### config.mk
export PLATFORM = sky130hd
export DESIGN_NAME = vram_ddr_responder
export DESIGN_NICKNAME = d
export VERILOG_FILES = /design/src/rtl/vram_ddr_responder_pkg.sv /design/src/rtl/vram_ddr_responder_wfifo.sv /design/src/rtl/vram_ddr_responder.sv
export SDC_FILE = /design/constraint.sdc
export NUM_CORES = 1
export LEC_CHECK = 0
export CORE_ASPECT_RATIO = 1.1
export CORE_MARGIN = 3
export CORE_UTILIZATION = 35
export DETAILED_ROUTE_END_ITERATION = 12
export PLACE_DENSITY = 0.63
export RECOVER_POWER = 50
export SYNTH_ARGS = -nofsm -noshare
export SYNTH_HDL_FRONTEND = slang
export SYNTH_HIERARCHICAL = 1
export SYNTH_SLANG_ARGS = --single-unit
export TNS_END_PERCENT = 100
### constraint.sdc
create_clock -name clock -period 10.9 [get_ports clock]
set_clock_uncertainty 0.15 [all_clocks]
set_input_delay 2.18 -clock clock [delete_from_list [all_inputs] [get_ports clock]]
set_output_delay 2.18 -clock clock [all_outputs]
set_load 0.005 [all_outputs]
### src/rtl/vram_ddr_responder_pkg.sv
// Shared types and constants for the PVR VRAM to DDR3 Avalon responder.
package vram_ddr_responder_pkg;

  localparam int VRAM_WORD_MSB = 22;
  localparam int DDR_ADDR_W    = 29;
  localparam int DATA_W        = 64;

  localparam logic [DATA_W-1:0] ERR_PATTERN = 64'hDEADBEEF_DEADBEEF;

  typedef enum logic [1:0] {
    ST_IDLE     = 2'd0,
    ST_RD_DRAIN = 2'd1,
    ST_RD_ISSUE = 2'd2,
    ST_RD_WAIT  = 2'd3
  } rd_state_e;

  typedef struct packed {
    logic [DDR_ADDR_W-1:0] addr;
    logic [DATA_W-1:0]     data;
  } wentry_t;

  // Byte address to DDR word address; the add wraps modulo 2^29.
  function automatic logic [DDR_ADDR_W-1:0] map_addr(input logic [DDR_ADDR_W-1:0] base,
                                                     input logic [23:0]            byte_addr);
    return base + DDR_ADDR_W'(byte_addr[VRAM_WORD_MSB:3]);
  endfunction

endpackage

### src/rtl/vram_ddr_responder_wfifo.sv
// Posted-write FIFO: synchronous, power-of-two depth, first-word-fall-through head.
module vram_ddr_responder_wfifo
  import vram_ddr_responder_pkg::*;
#(
  parameter int WFIFO_DEPTH = 4
) (
  input  logic    clock,
  input  logic    reset_n,
  input  logic    push,
  input  wentry_t push_data,
  input  logic    pop,
  output wentry_t head,
  output logic    full,
  output logic    empty
);

  localparam int PTR_W = $clog2(WFIFO_DEPTH);

  wentry_t          mem [WFIFO_DEPTH];
  logic [PTR_W:0]   wr_ptr;
  logic [PTR_W:0]   rd_ptr;

  // Extra pointer MSB distinguishes full from empty when the indices match.
  assign empty = (wr_ptr == rd_ptr);
  assign full  = (wr_ptr[PTR_W] != rd_ptr[PTR_W]) &&
                 (wr_ptr[PTR_W-1:0] == rd_ptr[PTR_W-1:0]);
  assign head  = mem[rd_ptr[PTR_W-1:0]];

  always_ff @(posedge clock or negedge reset_n) begin
    if (!reset_n) begin
      wr_ptr <= '0;
      rd_ptr <= '0;
    end else begin
      if (push) wr_ptr <= wr_ptr + 1'b1;
      if (pop)  rd_ptr <= rd_ptr + 1'b1;
    end
  end

  always_ff @(posedge clock) begin
    if (push) mem[wr_ptr[PTR_W-1:0]] <= push_data;
  end

endmodule

### src/rtl/vram_ddr_responder.sv
// PVR VRAM port responder: posted writes through a FIFO, reads serialised behind them
// onto a window of the shared DDR3 Avalon-MM master port.
module vram_ddr_responder
  import vram_ddr_responder_pkg::*;
#(
  parameter logic [28:0] DDR_BASE    = 29'h0100000,
  parameter int          WFIFO_DEPTH = 4,
  parameter int          RD_TIMEOUT  = 255
) (
  input  logic        clock,
  input  logic        reset_n,
  input  logic        vram_rd,
  input  logic        vram_wr,
  input  logic [23:0] vram_addr,
  input  logic [63:0] vram_wdata,
  output logic        vram_wait,
  output logic        vram_valid,
  output logic [63:0] vram_din,
  output logic [28:0] ddr_addr,
  output logic        ddr_rd,
  output logic        ddr_wr,
  output logic [63:0] ddr_wdata,
  output logic [7:0]  ddr_burstcnt,
  input  logic        ddr_waitrequest,
  input  logic [63:0] ddr_rdata,
  input  logic        ddr_rdata_valid,
  output logic        rd_timeout_err
);

  localparam int               TMR_W     = $clog2(RD_TIMEOUT + 1);
  localparam logic [TMR_W-1:0] TMR_LIMIT = TMR_W'(RD_TIMEOUT);

  rd_state_e        state;
  logic [28:0]      rd_addr;
  logic [TMR_W-1:0] timer;
  logic [1:0]       stale;

  wentry_t head;
  wentry_t push_entry;
  logic    full;
  logic    empty;
  logic    wr_acc;
  logic    rd_acc;
  logic    pop;
  logic    rsp_take;
  logic    rsp_timeout;
  logic    unused_addr_bits;

  // Stale-response counter update, saturating at 3.
  function automatic logic [1:0] next_stale(input logic [1:0] cur,
                                            input logic       dec,
                                            input logic       inc);
    logic [2:0] t;
    t = {1'b0, cur};
    if (dec && (cur != 2'd0)) t = t - 3'd1;
    if (inc)                  t = t + 3'd1;
    return (t > 3'd3) ? 2'd3 : t[1:0];
  endfunction

  assign unused_addr_bits = ^{vram_addr[23], vram_addr[2:0]};

  // Stall depends only on registered state so the PVR side sees no combinational loop.
  assign vram_wait = full | (state != ST_IDLE);
  assign wr_acc    = vram_wr & ~vram_wait;
  assign rd_acc    = vram_rd & ~vram_wr & ~vram_wait;

  assign push_entry = '{addr: map_addr(DDR_BASE, vram_addr), data: vram_wdata};

  assign ddr_rd       = (state == ST_RD_ISSUE);
  assign ddr_wr       = ~empty & (state != ST_RD_ISSUE);
  assign pop          = ddr_wr & ~ddr_waitrequest;
  assign ddr_addr     = ddr_rd ? rd_addr : (ddr_wr ? head.addr : '0);
  assign ddr_wdata    = ddr_wr ? head.data : '0;
  assign ddr_burstcnt = 8'd1;

  assign rsp_take    = (state == ST_RD_WAIT) & ddr_rdata_valid & (stale == 2'd0);
  assign rsp_timeout = (state == ST_RD_WAIT) & ~rsp_take & (timer == TMR_LIMIT);

  vram_ddr_responder_wfifo #(
    .WFIFO_DEPTH (WFIFO_DEPTH)
  ) u_wfifo (
    .clock     (clock),
    .reset_n   (reset_n),
    .push      (wr_acc),
    .push_data (push_entry),
    .pop       (pop),
    .head      (head),
    .full      (full),
    .empty     (empty)
  );

  always_ff @(posedge clock) begin
    if (state == ST_IDLE && rd_acc) rd_addr <= map_addr(DDR_BASE, vram_addr);
  end

  always_ff @(posedge clock or negedge reset_n) begin
    if (!reset_n) begin
      state          <= ST_IDLE;
      timer          <= '0;
      stale          <= 2'd0;
      vram_valid     <= 1'b0;
      vram_din       <= '0;
      rd_timeout_err <= 1'b0;
    end else begin
      vram_valid <= 1'b0;
      stale      <= next_stale(stale, ddr_rdata_valid, rsp_timeout);
      case (state)
        ST_IDLE: begin
          if (rd_acc) state <= empty ? ST_RD_ISSUE : ST_RD_DRAIN;
        end
        ST_RD_DRAIN: begin
          if (empty) state <= ST_RD_ISSUE;
        end
        ST_RD_ISSUE: begin
          if (!ddr_waitrequest) begin
            state <= ST_RD_WAIT;
            timer <= '0;
          end
        end
        ST_RD_WAIT: begin
          if (rsp_take) begin
            vram_din   <= ddr_rdata;
            vram_valid <= 1'b1;
            state      <= ST_IDLE;
          end else if (rsp_timeout) begin
            vram_din       <= ERR_PATTERN;
            vram_valid     <= 1'b1;
            rd_timeout_err <= 1'b1;
            state          <= ST_IDLE;
          end else begin
            timer <= timer + 1'b1;
          end
        end
      endcase
    end
  end

endmodule

## Yosys cells after proc, flatten, opt, wreduce, memory -nomap -nowiden

Memories as Yosys holds them, arrays and structs flattened.
Index checks and enable logic that the tools add are counted.

- Register bits: 113
- Bits in writable memories: 344
- Input bits: 158
- Word-level logic and storage cells: 83
- Memories kept: 1

Memory list:

| name | depth | bits a word | read ports | clocked after Yosys merged registers in | wr ports | line | source |
|---|---|---|---|---|---|---|---|
| u_wfifo.mem | 4 | 86 | 1 | 0 | 1 | vram_ddr_responder_wfifo.sv:19 | `wentry_t mem [WFIFO_DEPTH];` |

- $add $sub $neg: 6
- Magnitude comparators: 1
- Equal/unequal tests: 14
- Multiplexer cells: 24
- Bitwise operators: 15
- Reduce and logical (&&, ||, !) cells: 13

Operator list:

| cell | number |
|---|---|
| $mux W64 | 3 |
| $mux W29 | 2 |
| $mux W8 | 3 |
| $add A21 B20 Y22 const A | 1 |
| $pmux W8 S2 | 1 |
| $mux W2 | 7 |
| $ne A2 B2 Y1 const B | 6 |
| $add A3 B1 Y3 const B | 3 |
| $and A1 B1 Y1 | 9 |
| $add A8 B1 Y8 const B | 1 |
| $eq A8 B8 Y1 const B | 1 |
| $pmux W2 S4 | 1 |
| $reduce_and A4 Y1 | 2 |
| $reduce_bool A2 Y1 | 4 |
| $mux W3 | 2 |
| $mux W1 | 5 |
| $not A1 Y1 | 5 |
| $eq A2 B2 Y1 const B | 2 |
| $logic_not A2 Y1 | 2 |
| $eq A3 B3 Y1 | 1 |
| $gt A3 B2 Y1 const B | 1 |
| $logic_and A1 B1 Y1 | 3 |
| $ne A3 B3 Y1 const B | 1 |
| $reduce_and A3 Y1 | 1 |
| other kinds (6) | 6 |

## Longest topological paths before layout

- Depth in word-level cells: 9
- Gate-level depth with buffers: 10
- Depth with buffers taken out: 9

## Hierarchy

Netlist, hierarchy kept.

By module, submodules not included:

| module | instances | cells each | area an instance (um^2) | sequential area each (um^2) |
|---|---|---|---|---|
| vram_ddr_responder_wfifo | 1 | 517 | 13,813.2 | 11,320.9 |
| vram_ddr_responder | 1 | 521 | 4,887.2 | 2,552.4 |

## Worst setup path after synthesis

OpenSTA, ideal clock, no wires.

- Path kind: input -> register
- From: input vram_wr
- To: memory u_wfifo/mem[3][0] (netlist name), enable pin
- Library setup time: 0.464 ns
- Arrival time: 4.700 ns
- Required time: 10.286 ns
- Path slack: 5.587 ns
- Stages: 3
- Buffers on the path: 0
- Cells stage by stage: inv_1 nor2_1 and2_1

- Longest elaborated chain between the ends: 3

Ends and longest elaborated chain:

| item | line | source |
|---|---|---|
| start, declared | vram_ddr_responder.sv:13 | `input logic vram_wr,` |
| $and A1 B1 Y1 | vram_ddr_responder.sv:64 | `assign wr_acc = vram_wr & ~vram_wait;` |
| net wr_acc | vram_ddr_responder.sv:42 | `logic wr_acc;` |
| $mux W1 | vram_ddr_responder_wfifo.sv:40 | `if (push) mem[wr_ptr[PTR_W-1:0]] <= push_data;` |
| $mux W1 (implied by the code) | vram_ddr_responder_wfifo.sv:40 |  |
| end, declared | vram_ddr_responder_wfifo.sv:19 |  |

The timed path passes the listed nets, and every way through them passes these cells.

==> flow_metrics.py <==
metrics = {
    "clock_tree": {
        "numCtsBuffers": 50,
        "cts.path.max_buffers": 3,
        "clock_latency_ns": 0.57,
        "htreeDepth": 2,
        "ctsHoldBuffers": 0,
        "clock-sinks": 476,
        "clk_pin_slew_ns": 0.05,
        "cts-root-buf": "clkbuf_16",
        "post-cts-setup-buffers": 0,
        "cts_tree": "done",
        "cts_resized": 0,
    },
    "grt": {
        "grt_pass1_wl_mm": 63.9,
        "grt_max_degree": 85,
        "grt_pass1_vias": 10842,
        "grt.total_usage_pct": 14.7,
        "gr-total-overflow": 0,
        "antenna_found_initial": 12,
    },
    "sta": {
        "rsz0062_at_grt": "false",
        "fmax_mhz": 153,
        "layout_min_cycle_time_ns": 6.53,
        "tightest_slew_ns": 4.52,
        "setup_viol": 0,
        "fin_ws_ns": 4.37,
        "hold_viol": 0,
        "relSlewSlack_pct": -201,
        "slew_violations": 271,
        "fin_setup_tns_ns": 0,
        "post-route-period-util_pct": 59.9,
    },
    "power_and_ir_drop": {
        "swShare_pct": 28.6,
        "p_clk_share_pct": 25.8,
        "vdd_ir_drop_max_mv": 0.199,
        "p_comb_share_pct": 37.2,
        "p_switching_mw": 1.92,
        "report.power.total_mw": 6.71,
        "intPower_mw": 4.79,
        "leakagePower_nw": 8.49,
        "power_density_nw_per_um2": 277,
        "p_seq_share_pct": 37.0,
    },
    "place": {
        "pre_cts_ws_ns": 4.83,
        "gp_congestion": 0.731,
        "post-dp-hpwl_mm": 24.7,
        "io_buffers": 315,
    },
    "logic_synthesis": {
        "ys_seq_area_share_pct": 74.2,
        "synth_cell_types": 49,
        "synth_seq_cells": 476,
        "synth_most_common_cell": "edfxtp_1",
        "async_flop_share_pct": 17.6,
        "yosysTopAreaCellShare_pct": 62.9,
        "syn_area_per_cell_um2": 18.0,
        "syn_inst": 1038,
        "synth_common_cells": "392 x edfxtp_1, 105 x nor2_1, 93 x mux4_2",
        "synth_edf_count": 392,
        "synth_top_cell_by_area": "edfxtp_1",
        "synthTopCellsByArea": "edfxtp_1 63%, dfrtp_1 11%, mux4_2 11%, and2_1 2.5%, nor2_1 2.1%",
        "ys_warn_count": 6,
        "synth_flop_cell": "edfxtp_1",
        "synth_area_um2": 18700,
    },
    "setup_path": {
        "cp-start-kind": "input pin",
        "critPathBufInv": 1,
        "max_stage_delay_ns": 3.13,
        "worstSetupPathType": "input pin to async pin",
        "path_cells": "clkbuf_1",
        "r2r_cells": 6,
        "rr_startpoint": "u_wfifo/rd_ptr[1]",
        "crit_slowest_cell": "clkbuf_1",
        "worstSetupEndpointType": "async pin",
        "r2r-end": "u_wfifo/mem[3][27]",
        "critical_path.top_delay_family": "buffers and inverters",
        "reg2reg_slack_ns": 5.44,
        "critical_path.max_fanout": 84,
        "cp_data_arrival_time_ns": 5.33,
        "worstPathRequired_ns": 9.70,
    },
    "drt": {
        "wl_mm": 41.6,
        "dr.pass1.iters": 4,
        "drc_errors": 0,
        "drt_iter0_drc": 528,
        "via_per_inst": 4.86,
        "drtAntennaViolNets": 0,
        "wl_per_cell_um": 19.7,
        "dr_total_vias": 10266,
    },
    "cells_and_area": {
        "final_nets": 1565,
        "drive_gt1_share_pct": 13.3,
        "fill_cells": 4612,
        "multi_input_area_um2": 4530,
        "area_delta_synth_final_pct": 29.5,
        "seq_area_um2": 13900,
    },
    "floorplan": {
        "initial_core_util_pct": 35.5,
        "die_area_um2": 56200,
        "fp.coreArea_um2": 52600,
        "die_h_um": 248,
        "ioPinCount": 328,
        "dieWidth_um": 226,
        "num_rows": 88,
    },
    "worst_hold_path": {
        "holdPathStages": 1,
        "min_to": "rd_timeout_err",
        "worstHoldStart": "rd_timeout_err",
        "hold_path_class": "flop to flop",
    },
    "outcome": {
        "status": "complete, but fails checks",
        "violations": "max-capacitance violations, max-slew violations",
    },
    "flow_run": {
        "maxCapViolations": 6,
    },
}
[worst reg2reg max path, delay by kind of cell, from the launching register on]
kind                   cells  cell delay (ns)
AND/OR/NAND/NOR            4             2.64
XOR/XNOR                   1             0.27
buffers and inverters      1             0.99
flip-flops                 1             0.90
[layout by cell type, fill, tap and decap left out, types with 3 or more instances in the layout]
cell,synthesis,layout
a21oi_1,14,14
a22o_1,21,21
and2_0,0,3
and2_1,76,72
buf_4,9,11
bufinv_16,0,8
clkbuf_1,27,13
clkbuf_16,0,51
clkdlybuf4s50_1,0,227
clkinv_1,0,12
clkinv_2,0,5
conb_1,2,44
dfrtp_1,84,82
diode_2,0,7
dlygate4sd3_1,0,87
edfxtp_1,392,392
ha_1,14,14
inv_1,9,9
mux2_2,3,3
mux2i_1,4,4
mux4_2,93,93
nand2_1,40,40
nand2b_1,3,3
nand3_1,20,19
nor2_1,105,104
nor3_1,5,5
o21ai_0,44,44
o31ai_1,3,4
xnor2_1,4,4
xor2_1,5,5
[power by group through the flow]
| stage | combinational [mW] | sequential [mW] | clock, mW |
|---|---|---|---|
| floorplan | 1.27 | 2.47 | 0 |
| global placement | 2.55 | 2.50 | 0 |
| detailed placement | 2.56 | 2.52 | 0 |
| CTS | 2.58 | 2.48 | 1.79 |
| global route | 2.73 | 2.52 | 1.86 |
| finish | 2.50 | 2.48 | 1.73 |
[metrics by stage]
stage	util (%)	cell area [um^2]	hold WS, ns	cells
2_1_floorplan	-	18900	0.312	1080
3_3_place_gp	42.8	22600	0.302	2016
3_5_place_dp	42.8	22600	0.325	2016
4_1_cts	46.0	24200	0.337	2107
5_1_grt	46.0	24200	0.342	2109
6_report	46.0	24200	0.337	2114
[logic make-up after synthesis]
logic type / synth area share (%)
muxes: 11.7
xor gates and xnor gates: 0.421
and+or+nand+nor: 6.99
other: 0.0402
AOI/OAI and AO/OA: 3.25
buffers and inverters: 2.50
DFF: 74.2
adders and majority gates: 0.937
[worst max-delay path by stage]
stage	startpoint	slack (ns)	end	cells past startpoint
3_5_place_dp	u_wfifo/rd_ptr[1]	4.83	ddr_addr[19]	6
6_report	reset_n	4.37	u_wfifo/rd_ptr[1]	1
2_1_floorplan	vram_wr	5.59	u_wfifo/mem[3][0]	3
5_1_grt	reset_n	3.38	u_wfifo/rd_ptr[1]	1
3_3_place_gp	u_wfifo/rd_ptr[1]	4.90	ddr_addr[19]	6
4_1_cts	u_wfifo/rd_ptr[1]	4.19	ddr_addr[19]	6
[metal layers]
metal / part of all wire [%] / wire length (um) / global-route usage [%] / up-vias
li1: - / - / - / 4655
met1: 41 / 16800 / 18.6 / 5190
met2: 48 / 20000 / 24.2 / 337
met3: 9.1 / 3790 / 5.37 / 70
met4: 2.0 / 838 / 3.57 / 14
met5: 0.23 / 96 / 0 / -
[final cells by class]
class                      count  area share, %
inverter                       9          0.139
clock inverter                30           1.51
multi-input combinational    528           18.7
sequential                   476           57.3
timing repair buffer         328           13.4
tap                          675           3.49
clock buffer                  61           5.42
antenna                        7         0.0723
[flip-flops by register name (all words and copies together) (netlist names)]
name / cells
rd_addr: 20
rd_timeout_err: 1
u_wfifo/rd_ptr: 3
state: 2
u_wfifo/wr_ptr: 3
u_wfifo/mem: 372
timer: 8
vram_valid: 1
vram_din: 64
stale: 2
(Power assumes the default switching activity.)
